**config.mk**
```make
export PLATFORM = sky130hd
export DESIGN_NAME = approx_mult_pipe_flat
export DESIGN_NICKNAME = d
export VERILOG_FILES = /design/src/rtl/approx_mult_pipe_if.sv /design/src/rtl/approx_mult_pipe.sv /design/src/flat_wrapper.sv
export SDC_FILE = /design/constraint.sdc
export NUM_CORES = 1
export LEC_CHECK = 0
export CAP_MARGIN = 20
export CELL_PAD_IN_SITES_DETAIL_PLACEMENT = 0
export CELL_PAD_IN_SITES_GLOBAL_PLACEMENT = 1
export CORE_MARGIN = 2
export CORE_UTILIZATION = 30
export CTS_CLUSTER_SIZE = 28
export DETAILED_ROUTE_END_ITERATION = 8
export PLACE_DENSITY = 0.63
export SYNTH_ARGS = -nofsm -noshare
export SYNTH_HDL_FRONTEND = slang
export SYNTH_SLANG_ARGS = --single-unit
export TNS_END_PERCENT = 100
```
**constraint.sdc**
```tcl
create_clock -name clk -period 9.9 [get_ports clk]
set_input_delay 1.98 -clock clk [delete_from_list [all_inputs] [get_ports clk]]
set_output_delay 1.98 -clock clk [all_outputs]
set_load 0.01 [all_outputs]
```
**src/rtl/approx_mult_pipe_if.sv**
```systemverilog
// Operand/result stream bundle for approx_mult_pipe.
// The slave side is the multiplier and the master side is whatever feeds and drains it.
interface approx_mult_pipe_if #(
    parameter int W = 8
);
    logic           in_valid;
    logic           in_ready;
    logic [W-1:0]   in_x;
    logic [W-1:0]   in_y;
    logic           in_exact;
    logic           out_valid;
    logic           out_ready;
    logic [2*W-1:0] out_z;
    logic [2*W-1:0] out_err;

    modport master (
        output in_valid, in_x, in_y, in_exact, out_ready,
        input  in_ready, out_valid, out_z, out_err
    );

    modport slave (
        input  in_valid, in_x, in_y, in_exact, out_ready,
        output in_ready, out_valid, out_z, out_err
    );
endinterface

```
**src/rtl/approx_mult_pipe.sv**
```systemverilog
// Three-stage unsigned W x W multiplier with an optional approximate mode.
// In that mode the low L rows are OR-compressed in pairs and truncated below column T.
module approx_mult_pipe #(
    parameter int W = 8,
    parameter int L = 4,
    parameter int T = 6
) (
    input  logic              clk,
    input  logic              rst,
    approx_mult_pipe_if.slave bus,
    output logic [31:0]       approx_cnt
);
    localparam int PW = 2 * W;

    function automatic logic [PW-1:0] trunc_mask();
        logic [PW-1:0] m;
        for (int i = 0; i < PW; i++) m[i] = (i >= T);
        return m;
    endfunction

    localparam logic [PW-1:0] TMASK = trunc_mask();

    logic          s1_valid, s1_exact;
    logic [W-1:0]  s1_x, s1_y;
    logic          s2_valid, s2_exact;
    logic [PW-1:0] s2_hi, s2_msum, s2_p;
    logic          s3_valid, s3_exact;
    logic [PW-1:0] s3_z, s3_err;
    logic          adv;
    logic [PW-1:0] y_ext, hi_prod, m_sum, p_full, approx_sum;

    // One global stall: every stage moves together, bubbles included.
    assign adv          = !s3_valid || bus.out_ready;
    assign bus.in_ready = adv;

    always_ff @(posedge clk) begin
        if (rst) begin
            s1_valid <= 1'b0;
            s1_exact <= 1'b0;
            s1_x     <= '0;
            s1_y     <= '0;
        end else if (adv) begin
            s1_valid <= bus.in_valid;
            if (bus.in_valid) begin
                s1_x     <= bus.in_x;
                s1_y     <= bus.in_y;
                s1_exact <= bus.in_exact;
            end
        end
    end

    assign y_ext  = PW'(s1_y);
    assign p_full = y_ext * PW'(s1_x);

    generate
        if (L < W) begin : g_high
            assign hi_prod = (y_ext * PW'(s1_x[W-1:L])) << L;
        end else begin : g_no_high
            assign hi_prod = '0;
        end
    endgenerate

    always_comb begin
        logic [PW-1:0] row_a;
        logic [PW-1:0] row_b;
        row_a = '0;
        row_b = '0;
        m_sum = '0;
        for (int k = 0; k < L / 2; k++) begin
            row_a = (y_ext & {PW{s1_x[2*k]}}) << (2 * k);
            row_b = (y_ext & {PW{s1_x[2*k+1]}}) << (2 * k + 1);
            m_sum = m_sum + ((row_a | row_b) & TMASK);
        end
    end

    always_ff @(posedge clk) begin
        if (rst) begin
            s2_valid <= 1'b0;
            s2_exact <= 1'b0;
            s2_hi    <= '0;
            s2_msum  <= '0;
            s2_p     <= '0;
        end else if (adv) begin
            s2_valid <= s1_valid;
            if (s1_valid) begin
                s2_exact <= s1_exact;
                s2_hi    <= hi_prod;
                s2_msum  <= m_sum;
                s2_p     <= p_full;
            end
        end
    end

    // The approximate sum never exceeds the exact product, so the error cannot wrap.
    assign approx_sum = s2_hi + s2_msum;

    always_ff @(posedge clk) begin
        if (rst) begin
            s3_valid <= 1'b0;
            s3_exact <= 1'b0;
            s3_z     <= '0;
            s3_err   <= '0;
        end else if (adv) begin
            s3_valid <= s2_valid;
            if (s2_valid) begin
                s3_exact <= s2_exact;
                s3_z     <= s2_exact ? s2_p : approx_sum;
                s3_err   <= s2_exact ? '0 : (s2_p - approx_sum);
            end
        end
    end

    assign bus.out_valid = s3_valid;
    assign bus.out_z     = s3_z;
    assign bus.out_err   = s3_err;

    always_ff @(posedge clk) begin
        if (rst) begin
            approx_cnt <= '0;
        end else if (s3_valid && bus.out_ready && !s3_exact && (approx_cnt != 32'hFFFF_FFFF)) begin
            approx_cnt <= approx_cnt + 32'd1;
        end
    end
endmodule

```
**src/flat_wrapper.sv**
```systemverilog
// flat-port wrapper written by rule: the top's interface ports become plain ports
module approx_mult_pipe_flat 
#(
    parameter int W = 8,
    parameter int L = 4,
    parameter int T = 6
)
  (clk, rst, approx_cnt, bus_in_valid, bus_in_x, bus_in_y, bus_in_exact, bus_out_ready, bus_in_ready, bus_out_valid, bus_out_z, bus_out_err);
  approx_mult_pipe_if #(.W(W)) bus_i ();
  input  logic clk;
  input  logic rst;
  output logic [31:0] approx_cnt;
  input wire logic [$bits(bus_i.in_valid)-1:0] bus_in_valid;
  input wire logic [$bits(bus_i.in_x)-1:0] bus_in_x;
  input wire logic [$bits(bus_i.in_y)-1:0] bus_in_y;
  input wire logic [$bits(bus_i.in_exact)-1:0] bus_in_exact;
  input wire logic [$bits(bus_i.out_ready)-1:0] bus_out_ready;
  output wire logic [$bits(bus_i.in_ready)-1:0] bus_in_ready;
  output wire logic [$bits(bus_i.out_valid)-1:0] bus_out_valid;
  output wire logic [$bits(bus_i.out_z)-1:0] bus_out_z;
  output wire logic [$bits(bus_i.out_err)-1:0] bus_out_err;
  assign bus_i.in_valid = bus_in_valid;
  assign bus_i.in_x = bus_in_x;
  assign bus_i.in_y = bus_in_y;
  assign bus_i.in_exact = bus_in_exact;
  assign bus_i.out_ready = bus_out_ready;
  assign bus_in_ready = bus_i.in_ready;
  assign bus_out_valid = bus_i.out_valid;
  assign bus_out_z = bus_i.out_z;
  assign bus_out_err = bus_i.out_err;
  approx_mult_pipe #(.W(W), .L(L), .T(T)) u_core (.clk(clk), .rst(rst), .bus(bus_i), .approx_cnt(approx_cnt));
endmodule
```
==> out/results.ini <==
[yosys]
synth-simple-area-share=0.217
synth.distinct_cells=60
async_reset_ff_frac=0
ys_seq_area_frac=0.295
synth_top_family_by_area=simple AND/OR/NAND/NOR gates
ys_seq_elements=120
avgSynthCellArea_um2=8.24
yosys-top-cells-area=dfxtp_1 (30%), fa_1 (11%), ha_1 (10%), nand2_1 (6.5%), a21oi_1 (5.0%)
yosys.area.top_type=dfxtp_1
synth_ff_type=dfxtp_1
synthCells=988
yosys.area_share.adder=0.215
yosysTopAreaCellShare=0.295
syn_area_um2=8140
syn_nets=1121
synth.area.mux_share=0.00492
yosysWarningCount=0
synth-compound-area-share=0.140
synth_xor_area_frac=0.0624
synth_edf_count=0

[sta]
setup_tns_ns=0
period_needed_ns=5.25
finClkSkew_ns=0.0142
finalHoldWorstSlack_ns=0.449
fmax_mhz=191
final-setup-viol-count=0
final-max-slew-violation-count=0
min_period_over_period=0.530
final-hold-violation-count=0
worstMarginPinSlew_ns=0.873
relSlewSlack=0.418
rsz0062_at_grt=no

[clocking]
holdBufCountCts=0
clock_tree.root_cell=clkbuf_16
clkLatencyLatePin_ns=0.42
cts_resized=0
cts_tree=done
post_cts_buffers=0
htree_levels=4
clk_pin_slew_ns=0.07
cts.sinks=120
cts_inserted_buffers=17
cts_buffer_depth=2

[placed_design]
dpl_cell_area_um2=9310
port_buffers=86
dpl.hpwl_mm=15.4
place.gp.congestion=0.773

[power]
clkPwrFrac=0.501
leakage_nw=4.17
power_density_nw_per_um2=133
worst_ir_drop_vdd_mv=0.0872
seq_power_share=0.387
switching_share=0.270
power_switching_mw=0.357
p_int_mw=0.964
p_comb_frac=0.112

[setup_path]
cp_slowest_stage_delay_ns=0.49
worst-path-max-fanout=7
worstPathArrival_ns=3.27
critPathRequiredTime_ns=7.92
cp-end-kind=primary output
worstSetupStartpointType=input port
worst_path_most_repeated_cell=clkdlybuf4s50_1
reg2reg_setup_slack_ns=5.32
criticalPathCategory=input port to primary output
cp_slowest_cell=clkdlybuf4s50_1
cp_cell_sequence=clkdlybuf4s50_1 -> nor2b_1 -> inv_2 -> clkdlybuf4s50_1

[route]
drtIter0Drc=392
drc=0
wl_mm=20.2
vias=6492
ant_nets=0
dr.pass1.iters=4
vias_per_cell=4.60
wl_per_cell_um=14.3

[global_routing]
track_usage=0.146
antenna_found_initial=0
grt_max_degree=79
grt_overflow_total=0
first_global_vias=6293
grt_pass1_wl_mm=33.2

[flow_run]
drv_cap=0

[floorplanning]
die_height_um=169
core_um2=26800
initial_core_util=0.304
rows=60
die_area_um2=28500
die_w_um=169
ioPinCount=87

[layout]
n_antenna_cell=0
multi_input_area_um2=5200
final_net_count=1190
fillers=2793
design_area_um2=9930
seqCellArea_um2=2400
area_growth_pct=21.9
final_util=0.370
drive_gt1_frac=0.0523

[outcome]
status=finished, final reports clean

[worst_hold_path]
min_path_type=flip-flop to flip-flop

[power groups by stage]
stage,registers (mW),clock network (mW),logic (mW)
final,0.512,0.662,0.148
after global routing,0.514,0.704,0.168
after CTS,0.512,0.680,0.150
after detailed placement,0.523,0,0.149
after global placement,0.523,0,0.149
after floorplan,0.517,0,0.107
[layout by cell type, fill, tap and decap left out, types with 7 or more instances in the layout]
master | netlist | routed
a21o_1 | 9 | 9
inv_1 | 97 | 97
o21ai_1 | 21 | 21
a211oi_1 | 14 | 14
ha_1 | 66 | 66
and3_1 | 11 | 11
buf_4 | 1 | 7
nand3_1 | 26 | 26
nor2b_1 | 7 | 7
a21oi_1 | 82 | 82
o21a_1 | 9 | 9
clkbuf_16 | 0 | 17
or3_1 | 10 | 10
o211ai_1 | 8 | 8
and2_1 | 39 | 39
fa_1 | 46 | 46
xnor2_1 | 28 | 28
o21ai_0 | 16 | 16
nand2_1 | 141 | 141
dfxtp_1 | 120 | 120
nand4_1 | 7 | 7
clkdlybuf4s50_1 | 0 | 85
xor2_1 | 30 | 30
nor3_1 | 12 | 12
nor2_1 | 83 | 83
[per-stage QoR]
step           power, mW  cells  worst slack (ns)
4_1_cts             1.34   1411              4.66
3_5_place_dp       0.672   1379              4.66
5_1_grt             1.39   1411              4.55
6_report            1.32   1411              4.65
2_1_floorplan      0.624    988              5.51
3_3_place_gp       0.672   1379              4.68
[final timing paths]
check,start,to,cells after the start
min,u_core.bus.out_z[15]$_SDFFE_PP0P_,u_core.bus.out_z[15]$_SDFFE_PP0P_,2
max reg2reg,u_core.s1_y[0]$_SDFFE_PP0P_,u_core.s2_p[12]$_SDFFE_PP0P_,17
min reg2reg,u_core.bus.out_z[15]$_SDFFE_PP0P_,u_core.bus.out_z[15]$_SDFFE_PP0P_,2
max,bus_out_ready,bus_in_ready,4
[layout make-up]
type                    instances  share of cell area
multi-input cells             727               0.524
flip-flops and latches        120               0.242
repair buffers                 92              0.0910
clock buffers                  18              0.0432
well taps                     341              0.0430
inverters                      99              0.0374
clock inverters                14              0.0190
[logic make-up (layout without fill, tap and decap cells)]
group | Yosys count | in the layout
AND/OR/NAND/NOR | 365 | 365
buffers and inverters | 141 | 223
AO/OA/AOI/OAI | 188 | 188
adder cells (fa/ha/maj) | 112 | 112
multiplexers | 4 | 4
XOR/XNOR | 58 | 58
flip-flops | 120 | 120
[synth_stat cells, types with 21 or more instances]
cell type,n
nand2_1,141
dfxtp_1,120
inv_1,97
nor2_1,83
a21oi_1,82
ha_1,66
fa_1,46
and2_1,39
clkbuf_1,36
xor2_1,30
xnor2_1,28
nand3_1,26
o21ai_1,21
[worst max-delay path, delay by kind of cell]
family / cells / cell delay (ns)
buffers and inverters: 3 / 1.02
and+or+nand+nor: 1 / 0.26
[state kept, by name (all words and copies together) (netlist names), 6 cells and up]
| signal | cells |
|---|---|
| u_core.s2_hi | 12 |
| u_core.approx_cnt | 32 |
| u_core.bus.out_z | 16 |
| u_core.s1_y | 8 |
| u_core.s2_p | 16 |
| u_core.bus.out_err | 16 |
| u_core.s2_msum | 6 |
| u_core.s1_x | 8 |
[routing by layer]
metal / up-vias / track usage / part of all wire
li1: 3420 / - / -
met5: - / 0 / 0
met2: 83 / 0.218 / 0.43
met1: 2981 / 0.217 / 0.54
met3: 8 / 0.0297 / 0.028
met4: 0 / 0.0304 / 0.0061
Note: power is estimated with default switching activity, not from simulation.
